--- src/rtl/vec_acc_25p.sv ---
// vec_acc_25p
//   Sequential reduction of a packed N-lane Q8.8 product bus plus a bias term
//   into one saturated Q8.8 scalar. One lane is added per cycle through a single
//   adder, in ascending lane order.
//
// Ports
//   clk        rising-edge clock
//   rst_n      synchronous, active-low reset
//   in_valid   in_vec / in_bias are valid
//   in_ready   block can accept a vector (registered, high only in IDLE)
//   in_vec     packed lanes, lane k at [k*W +: W], lane 0 in the LSBs
//   in_bias    Q8.8 bias, added once per vector
//   out_valid  out_data holds a result
//   out_ready  downstream accepts out_data
//   out_data   saturated Q8.8 sum
//   busy       high while in ACC or OUT
//
// state | meaning
// IDLE  | waiting for an input handshake, in_ready=1
// ACC   | adding lane[idx] to the accumulator, one lane per cycle
// OUT   | result held on out_data until the output handshake
module vec_acc_25p #(
   parameter int N = 25,
   parameter int W = 16
) (
   input  logic             clk,
   input  logic             rst_n,
   input  logic             in_valid,
   output logic             in_ready,
   input  logic [N*W-1:0]   in_vec,
   input  logic [W-1:0]     in_bias,
   output logic             out_valid,
   input  logic             out_ready,
   output logic [W-1:0]     out_data,
   output logic             busy
);

   // Headroom for N lanes plus the bias at full negative/positive scale.
   localparam int ACC_W = W + 6;
   localparam int IDX_W = (N > 1) ? $clog2(N) : 1;

   localparam logic signed [ACC_W-1:0] MAX_V = {{(ACC_W-W+1){1'b0}}, {(W-1){1'b1}}};
   localparam logic signed [ACC_W-1:0] MIN_V = {{(ACC_W-W+1){1'b1}}, {(W-1){1'b0}}};
   localparam logic [W-1:0] SAT_POS = {1'b0, {(W-1){1'b1}}};
   localparam logic [W-1:0] SAT_NEG = {1'b1, {(W-1){1'b0}}};

   typedef enum logic [1:0] {
      IDLE = 2'd0,
      ACC  = 2'd1,
      OUT  = 2'd2
   } state_t;

   state_t                   state;
   logic [N*W-1:0]           vec_q;
   logic signed [ACC_W-1:0]  acc;
   logic [IDX_W-1:0]         idx;

   logic [W-1:0]             lane;
   logic signed [ACC_W-1:0]  sum;
   logic [W-1:0]             sat;

   always_comb begin
      lane = vec_q[idx*W +: W];
      sum  = acc + {{(ACC_W-W){lane[W-1]}}, lane};
      if (sum > MAX_V)
         sat = SAT_POS;
      else if (sum < MIN_V)
         sat = SAT_NEG;
      else
         sat = sum[W-1:0];
   end

   assign busy = (state != IDLE);

   always_ff @(posedge clk) begin
      if (!rst_n) begin
         state     <= IDLE;
         vec_q     <= '0;
         acc       <= '0;
         idx       <= '0;
         in_ready  <= 1'b1;
         out_valid <= 1'b0;
         out_data  <= '0;
      end else begin
         case (state)
            IDLE: begin
               if (in_valid) begin
                  vec_q    <= in_vec;
                  acc      <= {{(ACC_W-W){in_bias[W-1]}}, in_bias};
                  idx      <= '0;
                  in_ready <= 1'b0;
                  state    <= ACC;
               end
            end
            ACC: begin
               acc <= sum;
               if (idx == IDX_W'(N-1)) begin
                  out_data  <= sat;
                  out_valid <= 1'b1;
                  state     <= OUT;
               end else begin
                  idx <= idx + 1'b1;
               end
            end
            OUT: begin
               if (out_ready) begin
                  out_valid <= 1'b0;
                  in_ready  <= 1'b1;
                  state     <= IDLE;
               end
            end
            default: state <= IDLE;
         endcase
      end
   end

endmodule

--- config.mk ---
export PLATFORM = sky130hd
export DESIGN_NAME = vec_acc_25p
export DESIGN_NICKNAME = d
export VERILOG_FILES = /design/src/rtl/vec_acc_25p.sv
export SDC_FILE = /design/constraint.sdc
export NUM_CORES = 1
export LEC_CHECK = 0
export CORE_MARGIN = 5
export CORE_UTILIZATION = 47
export DETAILED_ROUTE_END_ITERATION = 16
export PLACE_DENSITY = 0.76
export RECOVER_POWER = 50
export SYNTH_ARGS = -nofsm -noshare
export SYNTH_HDL_FRONTEND = slang
export SYNTH_SLANG_ARGS = --single-unit
--- constraint.sdc ---
create_clock -name clk -period 5.4 [get_ports clk]
set_clock_uncertainty 0.05 [all_clocks]
set_input_delay 1.08 -clock clk [delete_from_list [all_inputs] [get_ports clk]]
set_output_delay 1.08 -clock clk [all_outputs]
set_load 0.03 [all_outputs]
Word-level counts from Yosys, hierarchy flattened
Cells that the tools add are included.
{"block": "op_classes", "n_addsub": 2, "n_lt_le_gt_ge": 2, "eq_ne": 7, "shifts": 1, "mux": 17, "n_reduce_logical": 12}
{"cell": "$shiftx A400 B10 Y16", "n": 1}
{"cell": "$pmux W22 S2", "n": 1}
{"cell": "$mux W16", "n": 2}
{"cell": "$add A22 B22 Y22", "n": 1}
{"cell": "$gt A22 B16 Y1 const B", "n": 1}
{"cell": "$lt A22 B16 Y1 const B", "n": 1}
{"cell": "$mux W22", "n": 1}
{"cell": "$reduce_and A3 Y1", "n": 4}
{"cell": "$mux W5", "n": 2}
{"cell": "$pmux W5 S2", "n": 1}
{"cell": "$ne A2 B2 Y1 const B", "n": 4}
{"cell": "$reduce_bool A2 Y1", "n": 4}
{"cell": "$mux W2", "n": 3}
{"cell": "$pmux W2 S3", "n": 1}
{"cell": "$reduce_and A2 Y1", "n": 3}
{"cell": "$add A5 B1 Y5 const B", "n": 1}
{"cell": "$eq A5 B5 Y1 const B", "n": 1}
{"cell": "$mux W1", "n": 4}
{"cell": "$pmux W1 S2", "n": 2}
{"cell": "$eq A2 B1 Y1 const B", "n": 1}
{"cell": "$eq A2 B2 Y1 const B", "n": 1}
{"cell": "$logic_not A2 Y1", "n": 1}
{"block": "totals", "ff_bits": 447, "output_inout_bits": 19, "elab_cells": 48}

Depth between registers and ports, before layout
Gate-level depths: netlist (run 1).
{"block": "depth", "word_depth": 5, "depth_mapped": 22}

Worst setup path before layout (run 1)
No wires, ideal clock.
{"block": "synth_timing", "path_kind": "register to register", "from": "register idx[0]", "to": "register out_data[10]", "setup_ps": 122, "arrival_ps": 4864, "t_required_ps": 5228, "setup_slack_ps": 364, "path_stages_with_launch": 21, "n_path_buf": 5, "cell_sequence": "dfxtp_1 > buf_2 > buf_2 > buf_2 > buf_2 > mux4_2 > mux2i_1 > o21ai_0 > mux2i_1 > inv_1 > ha_1 > a211o_1 > a211o_1 > a211o_2 > a21oi_4 > xor2_2 > nand4b_1 > or4_1 > nand2_2 > buf_12 > a21oi_2"}
{"block": "synth_between", "elab_chain_len": 5, "word_cells_on_any_way": 8, "cone_classes": "add/sub (1); order compare (2); eq/ne (1); shift (1); mux (2); reduce/logical (1)"}
{"element": "from (decl)", "line_no": "56", "text": "logic [IDX_W-1:0] idx;"}
{"element": "from (signal assigned)", "line_no": "102", "text": "idx <= idx + 1'b1;"}
{"element": "$shiftx A400 B10 Y16", "line_no": "63", "text": "lane = vec_q[idx*W +: W];"}
{"element": "$add A22 B22 Y22", "line_no": "64", "text": "sum = acc + {{(ACC_W-W){lane[W-1]}}, lane};"}
{"element": "$lt A22 B16 Y1", "line_no": "67", "text": "else if (sum < MIN_V)"}
{"element": "$mux W16", "line_no": "67"}
{"element": "$mux W16", "line_no": "65", "text": "if (sum > MAX_V)"}
{"element": "to (signal assigned)", "line_no": "98", "text": "out_data <= sat;"}
{"element": "to (decl)", "line_no": "34", "text": "output logic [W-1:0] out_data,"}
Several ways; a longest one is shown, not always the timed one.
A chain may end at the register's enable or synchronous reset.

Worst setup path in the final report (run 1)
{"block": "layout_timing", "from": "register idx[1]", "to": "register out_data[1]"}
The elaborated chain is that of the path after synthesis.

==> impl_metrics.yaml, run 1 <==
run_status:
  status: "complete, but fails checks"
  violations: "max-capacitance violations, max-slew violations"
die:
  core-area_um2: 43930
  row_count: 77
  num_io_pins: 439
  dieArea_um2: 48500
  initial_utilization_pct: 47.28
  die_y_um: 220.2
  die_x_um: 220.2
global_routing:
  grt_first_pass_wirelength_um: 108400
  grt_overflow: 0
  grt_pass1_vias: 18486
  grt_use_total_pct: 29.35
  grt_max_degree: 199
  antenna_found_initial: 3
synth:
  netlist_area_um2: 20770
  ys.flop_type: "dfxtp_1"
  synth_top_area_cell: "dfxtp_1"
  synth_edf_count: 0
  syn_inst: 2321
  synth-seq-area-share_pct: 43.08
  synth_nets: 2765
  ys_ff_latch: 447
  yosys-top-cells-area: "dfxtp_1 43%, nand2_1 16%, a21boi_0 15%"
  synth_top_area_share_pct: 43.08
  yosysWarnings: 0
  async_reset_ff_share_pct: 0
  synth_cell_type_count: 63
  avgSynthCellArea_um2: 8.950
finish:
  fin_area_um2: 27120
  finalNonFillerCells: 3290
  final_cell_mix: "867 x nand2_1, 444 x dfxtp_1, 419 x clkdlybuf4s50_1, 405 x a21boi_0, 111 x mux4_2"
  layout-drive-gt1-share_pct: 9.800
  final_common_cell: "nand2_1"
  nets: 3101
  area_growth_pct: 30.54
sta:
  min_period_ns: 5.112
  slew_headroom_pct: -128.4
  slew_viol_final: 199
  post-route-period-util_pct: 94.66
  hold_violations: 0
  rsz0062_at_grt: "false"
  setup_viol: 0
  max_slew.worst_pin.slew_ns: 3.426
  layout_setup_ws_ns: 0.2881
  max_freq_mhz: 195.6
  fin_tns_setup_ns: 0
routing:
  routedWlPerCell_um: 22.34
  num_vias: 18478
  viasPerCell: 5.616
  firstDrtPassIters: 5
  drt-total-wl_um: 73490
  drtIter0Drc: 1966
  postRouteAntennaNets: 0
  drc: 0
placement:
  port_buffers: 438
  place_inst: 3200
  dpl.hpwl_um: 56730
  gp_congestion: 0.9724
  place_area_um2: 25550
  pre_cts_ws_ns: 0.2719
critical_path:
  r2r_end: "out_data[1]$_SDFFE_PN0P_"
  worstSetupStartpointType: "flip-flop"
  slowest_delay_ns: 0.65
  required_ns: 5.79
  crit_buf_inv: 2
  reg2reg_depth: 16
  path_delay_family: "compound AO/OA/AOI/OAI gates"
  crit_chain: "buf_4 -> mux4_2 -> mux4_2 -> mux2_2 -> ha_1 -> inv_1 -> fa_1 -> nor2b_1 -> o31a_1 -> o211ai_1 -> a32oi_1 -> a31oi_1 -> o211ai_1 -> or4_1 -> nand2_4 -> a21oi_1"
  cp_max_fo: 33
  cp_num_cells: 16
  worst_r2r_startpoint: "idx[1]$_SDFFE_PN0P_"
  worstPathArrival_ns: 5.50
  r2r_slack_ns: 0.29
  startpoint: "idx[1]$_SDFFE_PN0P_"
  worstSetupEndpoint: "out_data[1]$_SDFFE_PN0P_"
  critPathCaptureType: "flip-flop"
  critPathSlowestCell: "dfxtp_4"
  critical_path_class: "flip-flop to flip-flop"
power:
  powerDensity_nw_per_um2: 305.2
  irDropWorstVdd_v: 0.0001937
  p_leak_nw: 10.09
cts:
  insertion_delay_ns: 0.59
  cts_root_buf: "clkbuf_16"
  hold_buffers: 0
  numCtsBuffers: 47
  cts_htree_levels: 2
  clock-sinks: 447
  cts_tree: "done"
  cts_buffer_depth: 3
  cts.clk_slew.worst_paths_ns: 0.06
flow_run:
  max_cap_viol_count: 1
hold_path:
  hp-class: "flip-flop to flip-flop"
  min_path_cells: 2
-- worst reg2reg max path, stage by stage (launching register included) --
cell and delay [ns]:
dfxtp_4 0.65, buf_4 0.35, mux4_2 0.32, mux4_2 0.50, mux2_2 0.29, ha_1 0.22
inv_1 0.08, fa_1 0.21, nor2b_1 0.07, o31a_1 0.28, o211ai_1 0.24, a32oi_1 0.26
a31oi_1 0.31, o211ai_1 0.17, or4_1 0.63, nand2_4 0.22, a21oi_1 0.11
-- final cells by class --
class / count / area, um2
Clock inverter: 19 / 219.0
Antenna cell: 4 / 10.01
Fill cell: 3691 / 16810
Timing Repair Buffer: 470 / 4715
Clock buffer: 67 / 1363
Tap cell: 592 / 740.7
Multi-Input combinational cell: 1680 / 11070
Inverter: 11 / 41.29
Sequential cell: 447 / 8957
-- Yosys cell counts (3+ instances only) --
| cell | number |
|---|---|
| buf_2 | 12 |
| and3_1 | 4 |
| clkbuf_1 | 158 |
| and2_1 | 7 |
| xnor2_1 | 9 |
| a21oi_2 | 11 |
| buf_1 | 11 |
| dfxtp_1 | 447 |
| a21oi_1 | 22 |
| nand2b_1 | 5 |
| o211ai_1 | 4 |
| mux2i_1 | 21 |
| inv_1 | 11 |
| a21o_1 | 8 |
| nand2_1 | 867 |
| nand3_1 | 19 |
| nor2_1 | 16 |
| xor2_1 | 10 |
| o21ai_0 | 47 |
| a31oi_1 | 4 |
| mux4_2 | 111 |
| a21boi_0 | 405 |
| a221oi_1 | 5 |
| a211oi_1 | 3 |
| ha_1 | 23 |
| or2_2 | 3 |
| nor2b_1 | 9 |
| o211a_1 | 12 |
| mux2_2 | 14 |
| nand4_1 | 3 |
-- state kept, by name, indices dropped and copies added, names as in the netlist --
| name | count |
|---|---|
| vec_q | 400 |
| acc | 22 |
| out_data | 16 |
| idx | 5 |
| state | 2 |
| in_ready | 1 |
| out_valid | 1 |
-- through the flow --
stage                     util, %  hold slack [ns]  power [W]
final                       61.73           0.4170   0.008275
after detailed placement    58.15           0.4095   0.005022
after global routing        61.72           0.4397   0.008574
after floorplan                 -           0.3902   0.004366
after global placement      58.15           0.4020   0.005003
after CTS                   61.75           0.4176   0.008294
-- worst min path at each step --
stage,from,end
final,vec_q[303]$_SDFFE_PN0P_,vec_q[303]$_SDFFE_PN0P_
after global routing,vec_q[243]$_SDFFE_PN0P_,vec_q[243]$_SDFFE_PN0P_
after CTS,vec_q[243]$_SDFFE_PN0P_,vec_q[243]$_SDFFE_PN0P_
after detailed placement,vec_q[243]$_SDFFE_PN0P_,vec_q[243]$_SDFFE_PN0P_
after global placement,vec_q[142]$_SDFFE_PN0P_,vec_q[142]$_SDFFE_PN0P_
after floorplan,vec_q[100]$_SDFFE_PN0P_,vec_q[100]$_SDFFE_PN0P_
-- kinds of logic (layout without fill, tap and decap cells) --
| logic type | after synthesis | in the layout | share of synthesized area [%] |
|---|---|---|---|
| AND/OR/NAND/NOR | 948 | 948 | 17.91 |
| AO/OA/AOI/OAI | 542 | 542 | 19.15 |
| flip-flops | 447 | 447 | 43.08 |
| buffers and inverters | 194 | 567 | 3.692 |
| multiplexers | 146 | 146 | 13.81 |
| adder cells (fa/ha/maj) | 24 | 24 | 1.482 |
| XOR/XNOR | 20 | 20 | 0.8794 |
| other | 0 | 4 | 0 |
-- power by group --
part | switching, W | leakage (nW) | internal, W
sequential | 0.000169 | 3.67 | 0.00350
clock | 0.00135 | 0.780 | 0.00195
combinational | 0.000646 | 5.63 | 0.000658
total | 0.00216 | 10.1 | 0.00611
-- repair_timing --
action / in CTS / in global routing
buffers inserted: 0 / 0
setup endpoints to repair: 0 / 15
resized for setup: 0 / 1
-- per-layer routing --
layer | vias to the layer above | routed length [um] | GRT usage (%)
met5 | - | 13 | 0
met4 | 2 | 3541 | 13.83
li1 | 8582 | - | -
met2 | 777 | 36000 | 49.92
met3 | 169 | 4933 | 4.406
met1 | 8948 | 29000 | 36.85
(Power assumes the default switching activity.)
==> inputs of run 2 (changes only) <==
CORE_MARGIN = not set   (was 5)
RECOVER_POWER = not set   (was 50)
==> impl_metrics.yaml, run 2 (synthesized netlist as in run 1, its figures left out) <==
run_status:
  status: "complete, no violations"
flow_run:
  max_cap_viol_count: 0
hold_path:
  hp-class: "flip-flop to flip-flop"
  min-delay-start: "vec_q[279]$_SDFFE_PN0P_"
sta:
  hold_violations: 0
  slew_viol_final: 0
  slew_headroom_pct: 21.00
  min_period_ns: 5.169
  rsz0062_at_grt: "false"
  whs_ns: 0.4114
  post-route-period-util_pct: 95.72
  setup_viol: 0
  fin_tns_setup_ns: 0
  max_freq_mhz: 193.5
  max_slew.worst_pin.slew_ns: 1.185
die:
  row_count: 76
  core-area_um2: 43360
  initial_utilization_pct: 47.91
  die_x_um: 212.2
  dieArea_um2: 45040
  num_io_pins: 439
  die_y_um: 212.2
global_routing:
  antenna_found_initial: 4
  grt_first_pass_wirelength_um: 108400
  grt_use_total_pct: 32.41
  grt_overflow: 0
  grt_pass1_vias: 18308
  grt_max_degree: 217
routing:
  postRouteAntennaNets: 0
  viasPerCell: 5.696
  routedWlPerCell_um: 22.31
  drtIter0Drc: 1730
  drt-total-wl_um: 73320
  firstDrtPassIters: 6
  num_vias: 18716
  drc: 0
finish:
  reg_top3: "vec_q x400, acc x22, out_data x16"
  multi_input_area_um2: 11070
  top_register: "vec_q"
  layout-drive-gt1-share_pct: 10.16
  fill_cells: 3604
  final_common_cell: "nand2_1"
  nets: 3105
  largest_reg_flops: 400
  final_cell_mix: "867 x nand2_1, 444 x dfxtp_1, 437 x clkdlybuf4s50_1, 405 x a21boi_0, 111 x mux4_2"
  seq_area_um2: 8957
  area_growth_pct: 30.73
cts:
  hold_buffers: 0
  cts_tree: "done"
  clock-sinks: 447
  cts_htree_levels: 2
  cts_resized: 0
  cts.clk_slew.worst_paths_ns: 0.07
  numCtsBuffers: 46
  insertion_delay_ns: 0.60
  cts_root_buf: "clkbuf_16"
  cts_buffer_depth: 3
  postCtsSetupBuffers: 0
placement:
  gp_congestion: 1.029
  dpl.hpwl_um: 56350
  port_buffers: 438
critical_path:
  path_common_cell: "mux4_2"
  worstSetupStartpointType: "flip-flop"
  critical_path_class: "flip-flop to flip-flop"
  crit_buf_inv: 1
  slowest_delay_ns: 0.59
  crit_chain: "buf_12 -> mux4_2 -> mux4_2 -> mux2_2 -> ha_1 -> a41o_1 -> a221oi_2 -> nand2b_1 -> a32oi_1 -> a31oi_1 -> o211ai_1 -> or4_1 -> nand2_2 -> a21oi_1"
  required_ns: 5.79
  cp_max_fo: 18
  critPathSlowestCell: "or4_1"
  worstPathArrival_ns: 5.56
  path_delay_family: "compound AO/OA/AOI/OAI gates"
  worst_r2r_startpoint: "idx[0]$_SDFFE_PN0P_"
  critPathCaptureType: "flip-flop"
  startpoint: "idx[0]$_SDFFE_PN0P_"
power:
  powerDensity_nw_per_um2: 303.0
  irDropWorstVdd_v: 0.0002635
  seq_power_share_pct: 44.8
  internal_power_w: 0.006017
  p_leak_nw: 10.06
  switchingPower_w: 0.002211
  pwr-share-comb_pct: 15.8
  p_sw_share_pct: 26.87
  p_clk_share_pct: 39.4
## run 2: tightest hold or removal path, delay by kind of cell (launching register included)
family | cells | cell delay [ns]
compound gates | 1 | 0.06
flops | 1 | 0.31
simple gates | 1 | 0.05
## run 2: metal layers
metal	vias to the layer above	global-route usage, %	wire length (um)
li1	8600	-	-
met1	9025	39.18	28610
met2	865	55.34	35330
met3	224	4.860	4927
met4	2	17.91	4442
met5	-	0	13
## run 2: final cells by class
cell class	instances	area share, %
multi-input combinational	1680	40.75
sequential	447	32.98
timing repair buffer	475	17.69
clock buffer	60	4.801
tap	585	2.695
clock inverter	25	0.8938
inverter	11	0.1520
antenna	3	0.02764
## run 2: power by group through the flow
stage	sequential, W	combinational [W]	clock (W)
6_report	0.00368	0.00130	0.00324
5_1_grt	0.00369	0.00140	0.00340
4_1_cts	0.00367	0.00130	0.00327
3_5_place_dp	0.00375	0.00129	0
3_3_place_gp	0.00374	0.00127	0
2_1_floorplan	0.00364	0.000725	0
## run 2: final timing paths
kind	to	slack (ns)	depth (start not counted)
setup / recovery	out_data[12]$_SDFFE_PN0P_	0.23	14
hold / removal	vec_q[279]$_SDFFE_PN0P_	0.41	2
setup reg to reg	out_data[12]$_SDFFE_PN0P_	0.23	14
hold reg to reg	vec_q[279]$_SDFFE_PN0P_	0.41	2
## run 2: through the flow
stage	worst slack (ns)	total power, W	util [%]	instance area [um2]	instances
after global routing	0.005312	0.008490	62.62	27150	3285
after global placement	0.3373	0.005013	59.04	25600	3198
after detailed placement	0.2628	0.005033	59.04	25600	3198
after CTS	0.2391	0.008238	62.61	27150	3283
after floorplan	0.3644	0.004366	-	20770	2321
final	0.2314	0.008228	62.63	27160	3286
